### config.mk
export PLATFORM = sky130hd
export DESIGN_NAME = mac_seq_ctrl
export DESIGN_NICKNAME = d
export VERILOG_FILES = /design/src/rtl/mac_seq_pkg.sv /design/src/rtl/mac_seq_watchdog.sv /design/src/rtl/mac_seq_ctrl.sv
export SDC_FILE = /design/constraint.sdc
export NUM_CORES = 1
export LEC_CHECK = 0
export CAP_MARGIN = 25
export CORE_AREA = 2 2 65 67
export CTS_CLUSTER_DIAMETER = 120
export DETAILED_ROUTE_END_ITERATION = 16
export DIE_AREA = 0 0 67 69
export DONT_BUFFER_PORTS = 1
export PLACE_DENSITY_LB_ADDON = 0.1
export SLEW_MARGIN = 20
export SYNTH_ARGS = -nofsm -noshare
export SYNTH_HDL_FRONTEND = slang
export SYNTH_SLANG_ARGS = --single-unit
### constraint.sdc
create_clock -name clock -period 1.55 [get_ports clock]
set_input_delay 0.2325 -clock clock [delete_from_list [all_inputs] [get_ports clock]]
set_output_delay 0.2325 -clock clock [all_outputs]
set_load 0.02 [all_outputs]
### src/rtl/mac_seq_pkg.sv
// Shared types and constants for the MAC sequencer: FSM state encoding,
// datapath widths and the saturating fold of a MAC result into the accumulator.
package mac_seq_pkg;

  localparam int A_W         = 4;
  localparam int B_W         = 4;
  localparam int C_W         = 8;
  localparam int R_W         = C_W + 1;
  localparam int LEN_W       = 4;
  localparam int TIMEOUT_DEF = 16;

  localparam logic [C_W-1:0] SAT_MAX = 8'hFF;

  typedef enum logic [1:0] {
    IDLE  = 2'd0,
    FETCH = 2'd1,
    ISSUE = 2'd2,
    OUT   = 2'd3
  } state_e;

  typedef struct packed {
    logic [C_W-1:0] val;
    logic           sat;
  } fold_t;

  // Clamp a MAC result to the accumulator range, flagging when it clipped.
  function automatic fold_t sat_fold(input logic [R_W-1:0] r);
    fold_t f;
    f.sat = (r > {1'b0, SAT_MAX});
    f.val = f.sat ? SAT_MAX : r[C_W-1:0];
    return f;
  endfunction

endpackage

### src/rtl/mac_seq_watchdog.sv
// Cycle counter guarding the ISSUE wait: cleared when an operand pair is
// accepted, counts while enabled, and flags expiry on its last allowed cycle.
module mac_seq_watchdog #(
  parameter int TIMEOUT = 16
) (
  input  logic clock,
  input  logic reset,
  input  logic clear_i,
  input  logic en_i,
  output logic expire_o
);

  localparam int CW = $clog2(TIMEOUT + 1);
  localparam logic [CW-1:0] LAST = CW'(TIMEOUT - 1);

  logic [CW-1:0] cnt_q;

  // NOTE: sequential state uses non-blocking assignments so every register
  // samples pre-edge values regardless of process evaluation order.
  always_ff @(posedge clock) begin
    if (reset || clear_i) begin
      cnt_q <= '0;
    end else if (en_i && (cnt_q != LAST)) begin
      cnt_q <= cnt_q + CW'(1);
    end
  end

  assign expire_o = en_i && (cnt_q == LAST);

endmodule

### src/rtl/mac_seq_ctrl.sv
// Dot-product sequencer: takes a (length, bias) job, feeds operand pairs to an
// external MAC with the running sum as addend, and returns the saturated total.
module mac_seq_ctrl
  import mac_seq_pkg::*;
#(
  parameter int TIMEOUT = TIMEOUT_DEF
) (
  input  logic             clock,
  input  logic             reset,
  input  logic             cmd_valid,
  output logic             cmd_ready,
  input  logic [LEN_W-1:0] cmd_len,
  input  logic [C_W-1:0]   cmd_bias,
  input  logic             op_valid,
  output logic             op_ready,
  input  logic [A_W-1:0]   op_a,
  input  logic [B_W-1:0]   op_b,
  output logic             mac_reset,
  output logic [A_W-1:0]   mac_a,
  output logic [B_W-1:0]   mac_b,
  output logic [C_W-1:0]   mac_c,
  input  logic [R_W-1:0]   mac_result,
  input  logic             mac_done,
  output logic             res_valid,
  input  logic             res_ready,
  output logic [C_W-1:0]   res_data,
  output logic             res_sat,
  output logic             res_err
);

  state_e           state_q, state_d;
  logic [C_W-1:0]   acc_q, acc_d;
  logic [LEN_W-1:0] count_q, count_d;
  logic             sat_q, sat_d;
  logic             err_q, err_d;
  logic             first_q, first_d;
  logic [A_W-1:0]   mac_a_q, mac_a_d;
  logic [B_W-1:0]   mac_b_q, mac_b_d;
  logic [C_W-1:0]   mac_c_q, mac_c_d;

  logic  fetch_accept;
  logic  issue_done;
  logic  wdog_expire;
  fold_t fold;

  assign fetch_accept = (state_q == FETCH) && op_valid;
  // The MAC is being cleared on the first ISSUE cycle, so its done is stale then.
  assign issue_done   = (state_q == ISSUE) && !first_q && mac_done;
  assign fold         = sat_fold(mac_result);

  mac_seq_watchdog #(
    .TIMEOUT (TIMEOUT)
  ) u_wdog (
    .clock    (clock),
    .reset    (reset),
    .clear_i  (fetch_accept),
    .en_i     (state_q == ISSUE),
    .expire_o (wdog_expire)
  );

  // NOTE: every next-state signal gets a hold default before the case, so no
  // path through the block leaves a variable unassigned and no latch appears.
  always_comb begin
    state_d = state_q;
    acc_d   = acc_q;
    count_d = count_q;
    sat_d   = sat_q;
    err_d   = err_q;
    first_d = first_q;
    mac_a_d = mac_a_q;
    mac_b_d = mac_b_q;
    mac_c_d = mac_c_q;
    unique case (state_q)
      IDLE: begin
        if (cmd_valid) begin
          acc_d   = cmd_bias;
          count_d = cmd_len;
          sat_d   = 1'b0;
          err_d   = 1'b0;
          state_d = (cmd_len == '0) ? OUT : FETCH;
        end
      end
      FETCH: begin
        if (op_valid) begin
          mac_a_d = op_a;
          mac_b_d = op_b;
          mac_c_d = acc_q;
          first_d = 1'b1;
          state_d = ISSUE;
        end
      end
      ISSUE: begin
        first_d = 1'b0;
        if (issue_done) begin
          acc_d   = fold.val;
          sat_d   = sat_q | fold.sat;
          count_d = count_q - LEN_W'(1);
          state_d = (count_q == LEN_W'(1)) ? OUT : FETCH;
        end else if (wdog_expire) begin
          err_d   = 1'b1;
          state_d = OUT;
        end
      end
      OUT: begin
        if (res_ready) state_d = IDLE;
      end
      default: state_d = IDLE;
    endcase
  end

  // NOTE: the datapath registers are reset too, so a job dropped by reset
  // leaves nothing behind on the MAC or result ports.
  always_ff @(posedge clock) begin
    if (reset) begin
      state_q <= IDLE;
      acc_q   <= '0;
      count_q <= '0;
      sat_q   <= 1'b0;
      err_q   <= 1'b0;
      first_q <= 1'b0;
      mac_a_q <= '0;
      mac_b_q <= '0;
      mac_c_q <= '0;
    end else begin
      state_q <= state_d;
      acc_q   <= acc_d;
      count_q <= count_d;
      sat_q   <= sat_d;
      err_q   <= err_d;
      first_q <= first_d;
      mac_a_q <= mac_a_d;
      mac_b_q <= mac_b_d;
      mac_c_q <= mac_c_d;
    end
  end

  // Outputs are forced low while reset is asserted, even before the first edge.
  logic run;
  assign run = !reset;

  assign cmd_ready = run && (state_q == IDLE);
  assign op_ready  = run && (state_q == FETCH);
  assign mac_reset = run && (state_q == ISSUE) && first_q;
  assign mac_a     = run ? mac_a_q : '0;
  assign mac_b     = run ? mac_b_q : '0;
  assign mac_c     = run ? mac_c_q : '0;
  assign res_valid = run && (state_q == OUT);
  assign res_data  = res_valid ? acc_q : '0;
  assign res_sat   = res_valid && sat_q;
  assign res_err   = res_valid && err_q;

endmodule

==> summary.md, run 1 <==
| Metric | Value |
|---|---|
| # diodes | 0 |
| DR vias | 1639 |
| VDD IR max | about 0.53 mV |
| Share of layout cells above drive strength 1 | 24.4% |
| Int Power | 1.66 mW |
| EDFF count, synth | 0 |
| IO Port Bufs | 0 |
| Gr usage total | 20.7% |
| Gate power share | 22.9% |
| Die height | about 69 um |
| Final HPWL DP | about 3200 um |
| Final core utilization | 58.2% |
| Routed wire length | 4920 um |
| Final instance area | 2280 um^2 |
| Site Rows | 23 |
| Most numerous cell in the Yosys netlist | dfxtp_1 |
| Die area | 4620 um^2 |
| Area post-placement | 2010 um^2 |
| GP Congestion | 0.895 |
| CTS tree | yes |
| Vias per cell | between 5 and 6 |
| CP startpoint kind | flip-flop |
| WL per Instance | 17.1 um |
| Crit Path Class | flip-flop to output port |
| Layout area overhead | 21.2% |
| # DRC | 0 |
| Worst Clk Skew | 0.00259 ns |
| Final-report hold violation count | 0 |
| CTS Root Cell | clkbuf_8 |
| Clk sinks | 38 |
| Starting Density | 48.0% |
| Yosys top cell by area | dfxtp_1 |
| Mapped cell area | between 1500 and 2000 um^2 |
| Synth top area share | 40.5% |
| Worst Path Required | ~1.3 ns |
| Setup TNS | -0.384 ns |
| Synth Flop Type | dfxtp_1 |
| FILL cells | 368 |
| Hold WC Path Type | primary input to flip-flop |
| Final worst slack | -0.0497 ns |
| Flops & latches, synth | 38 |
| # setup viols final | 10 |
| Yosys warns | 0 |
| Syn_area_per_cell | 8.54 um^2 |
| Global-route wire length before repair | 7300 um |
| Vias in the first global route | between 1500 and 2000 |
| DRT iter0 DRCs | 128 |
| Slew Limit Fails | 0 |
| Initial antenna violation count | 0 |
| Synth top area cells | dfxtp_1 (41%), nand2_1 (6.2%), a21oi_1 (6.1%) |
| Reg power frac | ~47% |
| Total Power | 2.39 mW |
| Crit Path Max Fanout | 5 |
| Worst EP arrival | around 1.4 ns |
| Nets | ~280 |
| F_max | 0.625 GHz |
| Core ar. | roughly 3900 um^2 |
| Period utilization | 103% |
| CTS Buf Count | 5 |
| Die width | 67 um |
| Final min period | 1.60 ns |
| Setup WS pre-CTS | -0.0275 ns |
| Clk buf depth | 2 |
| Switching Share | 30.2% |
| Clock power frac | 30.1% |
| Relative slew margins | 67.6% |
| # Max-Cap Violations | 0 |
| Routed Antenna Nets | 0 |
| Status | finished with violations |
| Total gr overflow | 0 |
| Clock Latency Late Sink | between 0.2 and 0.3 ns |
| Top Ports | 65 |
| Worst-margin pin slew | 0.486 ns |
| Cell count after synthesis | 220 |
| Pre-antenna DRT Iters | 4 |
| CP Capture Type | output port |
| Reg clk slew, reported paths | 0.07 ns |
| Ys async rst share | 0% |
| Post-synthesis net count | 259 |
| Seq/Total Area, Yosys | 40.5% |
| Violated checks | negative setup slack |
| Yosys cell types | 44 |
| Pwr Density | 1050 nW/um^2 |
| Top post-synthesis cells by count | dfxtp_1 (38), nand2_1 (31), a21oi_1 (23), nor2b_1 (17), nor2_1 (12) |
| Largest net degree at the start of global routing | slightly below 50 |
| RSZ-0062 raised after global routing | true |
| P_leak | 0.823 nW |
| CTS H-tree depth | 2 |
| NetSw | 721 uW |
[per-layer routing]
layer	routed length (um)	track usage (%)	up-vias	part of all wire [%]
met1	2100	25.2	764	43
met4	119	7.03	0	2.4
met2	2320	33.3	62	47
met5	0	0	-	0
met3	377	7.18	13	7.7
li1	-	-	800	-
[power by group through the flow]
stage / registers [mW] / logic (mW) / clock network, mW
floorplan: 1.12 / 0.389 / 0
global placement: 1.13 / 0.450 / 0
detailed placement: 1.14 / 0.466 / 0
CTS: 1.12 / 0.513 / 0.732
global route: 1.13 / 0.596 / 0.783
finish: 1.12 / 0.547 / 0.717
[sequential cells by signal, indices dropped and copies added, names as in the netlist]
register and cells:
acc_q 8, mac_c_q 8, u_wdog.cnt_q 5, count_q 4, mac_a_q 4, mac_b_q 4, state_q 2, err_q 1
first_q 1, sat_q 1
[worst max-delay path, cell delays in order, from the launching register on]
cell and delay (ns):
dfxtp_4 0.39, inv_4 0.04, nor3b_4 0.29, buf_6 0.17
and2_4 0.18
[logic make-up (layout without fill, tap and decap cells)]
| group | after synthesis | after routing | synth area share (%) |
|---|---|---|---|
| XOR/XNOR | 3 | 3 | 1.40 |
| flip-flops | 38 | 38 | 40.5 |
| multiplexers | 1 | 1 | 1.20 |
| adder cells (fa/ha/maj) | 4 | 4 | 2.66 |
| AND/OR/NAND/NOR | 101 | 101 | 29.6 |
| buffers and inverters | 18 | 35 | 4.80 |
| AO/OA/AOI/OAI | 55 | 56 | 19.8 |
[metrics by stage]
stage | cells | hold slack (ns)
4_1_cts | 283 | -0.00582
6_report | 288 | 0.0507
3_3_place_gp | 271 | 0.308
2_1_floorplan | 220 | 0.368
3_5_place_dp | 271 | 0.311
5_1_grt | 288 | 0.0376
[timing repair]
| action | in CTS | in global routing |
|---|---|---|
| gates resized for setup | 33 | 6 |
| pin swaps | 5 | 3 |
| gates cloned | 1 | 1 |
| hold endpoints to repair | 11 | 4 |
| setup endpoints to repair | 16 | 29 |
| buffers inserted | 3 | 0 |
[area by class of cell]
type                    instances  area [um^2]  area share (%)
repair buffers                 22          190            8.36
clock buffers                   6         82.6            3.63
multi-input cells             165         1140            50.0
inverters                       5         21.3           0.935
clock inverters                 2         12.5           0.550
flip-flops and latches         38          768            33.8
well taps                      50         62.6            2.75
[path summary, 6_finish.rpt]
kind | endpoint | cells past startpoint | startpoint | slack [ns]
setup / recovery | res_sat | 4 | state_q[1]$_SDFFE_PP0P_ | -0.05
hold / removal | count_q[3]$_SDFFE_PP0P_ | 1 | reset | 0.05
setup reg to reg | u_wdog.cnt_q[3]$_SDFFE_PP0P_ | 7 | u_wdog.cnt_q[1]$_SDFFE_PP0P_ | -0.01
hold reg to reg | mac_c_q[6]$_SDFFE_PP0P_ | 2 | mac_c_q[6]$_SDFFE_PP0P_ | 0.46
[cell usage in the layout (no fill, tap or decap), types with 3 or more instances in the layout]
master	synthesis	final
a21oi_1	23	23
and2_4	0	10
buf_4	3	14
buf_6	1	4
clkbuf_8	0	6
dfxtp_1	38	34
dfxtp_2	0	3
dlygate4sd3_1	0	4
inv_1	4	4
nand2_1	31	31
nand2b_1	4	4
nor2_1	12	12
nor2b_1	17	17
o211ai_1	9	9
o22a_1	8	8
or3_1	9	9
Note: power is estimated with default switching activity, not from simulation.
==> run 2, diff against run 1 <==
- REMOVE_ABC_BUFFERS: default -> 1
==> run 2 against run 1 <==
Compared with the run above:
- the run still ends with negative setup slack left
- worst hold slack lost 0.037 ns
- clock power down 3.6%
- via count up 0.55%
- die area unchanged
- final area rose by 0.33%
- power decreased by 0.82%
- setup slack worse by 0.016 ns
- sequential power is essentially flat
- critical path type unchanged
==> summary.md, run 2 (same netlist as run 1, synthesis figures left out) <==
| Metric | Value |
|---|---|
| Gr usage total | between 20% and 30% |
| Clk buf depth | 2 |
| Worst reg-to-reg path cell count | 8 |
| CTS tree | yes |
| Total gr overflow | 0 |
| Worst EP arrival | 1.38 ns |
| CP Capture Type | output port |
| Core ar. | between 3000 and 4000 um^2 |
| Most common cell after layout, fill and taps aside | dfxtp_1 |
| RR Endpoint | u_wdog.cnt_q[0]$_SDFFE_PP0P_ |
| Worst Clk Skew | 0.00223 ns |
| Die width | 67 um |
| Violated checks | negative setup slack |
| F_max | 0.619 GHz |
| # DRC | 0 |
| Period utilization | 104% |
| Die height | 69 um |
| Final-report hold violation count | 0 |
| CP startpoint kind | flip-flop |
| Final worst slack | -0.0657 ns |
| Final core utilization | 58.3% |
| Global-route wire length before repair | 7400 um |
| CTS H-tree depth | 2 |
| Slew Limit Fails | 0 |
| CTS Root Cell | clkbuf_8 |
| Crit Path Max Fanout | 5 |
| Area taken by multi-input logic gates | 1140 um^2 |
| Pre-antenna DRT Iters | 4 |
| Hold WC Path Type | primary input to flip-flop |
| P_leak | 0.835 nW |
| FILL cells | 375 |
| Routed wire length | 4800 um |
| Top Ports | 65 |
| RSZ-0062 raised after global routing | true |
| GR Layer Usage met3 | about 7.5% |
| Status | finished with violations |
| Worst r2r src | u_wdog.cnt_q[0]$_SDFFE_PP0P_ |
| Setup TNS | -0.644 ns |
| DR vias | about 1600 |
| Final HPWL DP | 3130 um |
| DRT iter0 DRCs | 69 |
| Worst hold stages | 1 |
| Most frequent cells in the layout | dfxtp_1 (34), nand2_1 (31), a21oi_1 (23), buf_4 (19), nor2b_1 (17) |
| WL per Instance | 16.6 um |
| Relative slew margins | 67.6% |
| Pwr Density | 1040 nW/um^2 |
| Worst Path Required | approximately 1.3 ns |
| Most Crowded Layer GR | met2 |
| Final min period | 1.62 ns |
| # setup viols final | 14 |
| Share of layout cells above drive strength 1 | 26.4% |
| IO Port Bufs | 0 |
| Final instance area | approximately 2300 um^2 |
| Worst-margin pin slew | 0.485 ns |
| Regs by FF count | acc_q x8, mac_c_q x8, u_wdog.cnt_q x5 |
| Register area | 768 um^2 |
| # Max-Cap Violations | 0 |
| Final cell count without fillers | 290 |
| Worst hold path endpoint | mac_c_q[5]$_SDFFE_PP0P_ |
| Met2 Track Usage GR | 32.9% |
| Area post-placement | 1990 um^2 |
| R2R setup slack | -0.02 ns |
| Layout area overhead | 21.6% |
| VDD IR max | 0.457 mV |
| Site Rows | 23 |
| Hold path startpoint | reset |
| Post-CTS Hold Buffers | 1 |
| Nets | 277 |
| Starting Density | between 40% and 50% |
| Vias per cell | roughly 5.7 |
| Routed Antenna Nets | 0 |
| Reg clk slew, reported paths | around 0.070 ns |
| Die area | between 4000 and 5000 um^2 |
| Clk sinks | 38 |
| CTS Buf Count | 5 |
| Clock Latency Late Sink | 0.28 ns |
| Crit Path Class | flip-flop to output port |
| GP Congestion | 0.840 |
| Dpl cells | 272 |
| Initial antenna violation count | 1 |
| Met1 Track Usage GR | 26.5% |
| Vias in the first global route | around 1500 |
| Largest net degree at the start of global routing | 49 |
run 2: cell count changes in the layout (fill, tap and decap cells not counted), sizes merged:
cell         change
buf              +5
dlygate4sd3      -3
clkbuf           +1
clkinvlp         -1
diode            +1
o21ai            -1
run 2: cell type report:
class | count | share of cell area, %
multi-input combinational | 164 | 49.9
sequential | 38 | 33.6
clock buffer | 7 | 3.78
antenna | 1 | 0.110
timing repair buffer | 24 | 8.66
inverter | 5 | 0.932
tap | 50 | 2.74
clock inverter | 1 | 0.219
run 2: worst max-delay path, stage by stage (launching register included):
cell and delay, ns:
dfxtp_4 0.38, inv_4 0.04, nor3b_4 0.32, buf_6 0.18, and2_4 0.18
run 2: per-stage QoR:
stage          hold WS, ns  setup WS, ns  power, mW
6_report            0.0133       -0.0657       2.37
2_1_floorplan        0.302        -0.564       1.45
4_1_cts            0.00158       -0.0760       2.34
3_5_place_dp         0.308        -0.156       1.60
3_3_place_gp         0.306       -0.0470       1.58
5_1_grt           -0.00138       -0.0974       2.48
run 2: timing repair:
| action | 4_1_cts | 5_1_grt |
|---|---|---|
| gates cloned | 1 | 0 |
| buffers inserted | 2 | 6 |
| endpoints found under the hold margin | 1 | 2 |
| setup endpoints to repair | 24 | 21 |
| resized for setup | 34 | 13 |
| pin swaps | 4 | 6 |
run 2: power by group:
| group | switching, mW | internal, mW |
|---|---|---|
| Clock | 0.332 | 0.359 |
| Sequential | 0.0569 | 1.06 |
| Combinational | 0.299 | 0.259 |
| Total | 0.687 | 1.68 |
run 2: routing by layer:
layer	vias up	routed length, um
met4	0	46
met3	6	365
met2	51	2310
met1	783	2080
li1	808	-
met5	-	0
run 2: worst max-delay path by stage:
stage / start / end / slack (ns) / depth (start not counted)
final: state_q[1]$_SDFFE_PP0P_ / res_sat / -0.07 / 4
after global routing: u_wdog.cnt_q[1]$_SDFFE_PP0P_ / u_wdog.cnt_q[0]$_SDFFE_PP0P_ / -0.1 / 8
after CTS: u_wdog.cnt_q[0]$_SDFFE_PP0P_ / u_wdog.cnt_q[3]$_SDFFE_PP0P_ / -0.08 / 7
after detailed placement: u_wdog.cnt_q[0]$_SDFFE_PP0P_ / u_wdog.cnt_q[0]$_SDFFE_PP0P_ / -0.16 / 7
after global placement: u_wdog.cnt_q[0]$_SDFFE_PP0P_ / u_wdog.cnt_q[3]$_SDFFE_PP0P_ / -0.05 / 7
after floorplan: state_q[1]$_SDFFE_PP0P_ / res_data[0] / -0.56 / 3
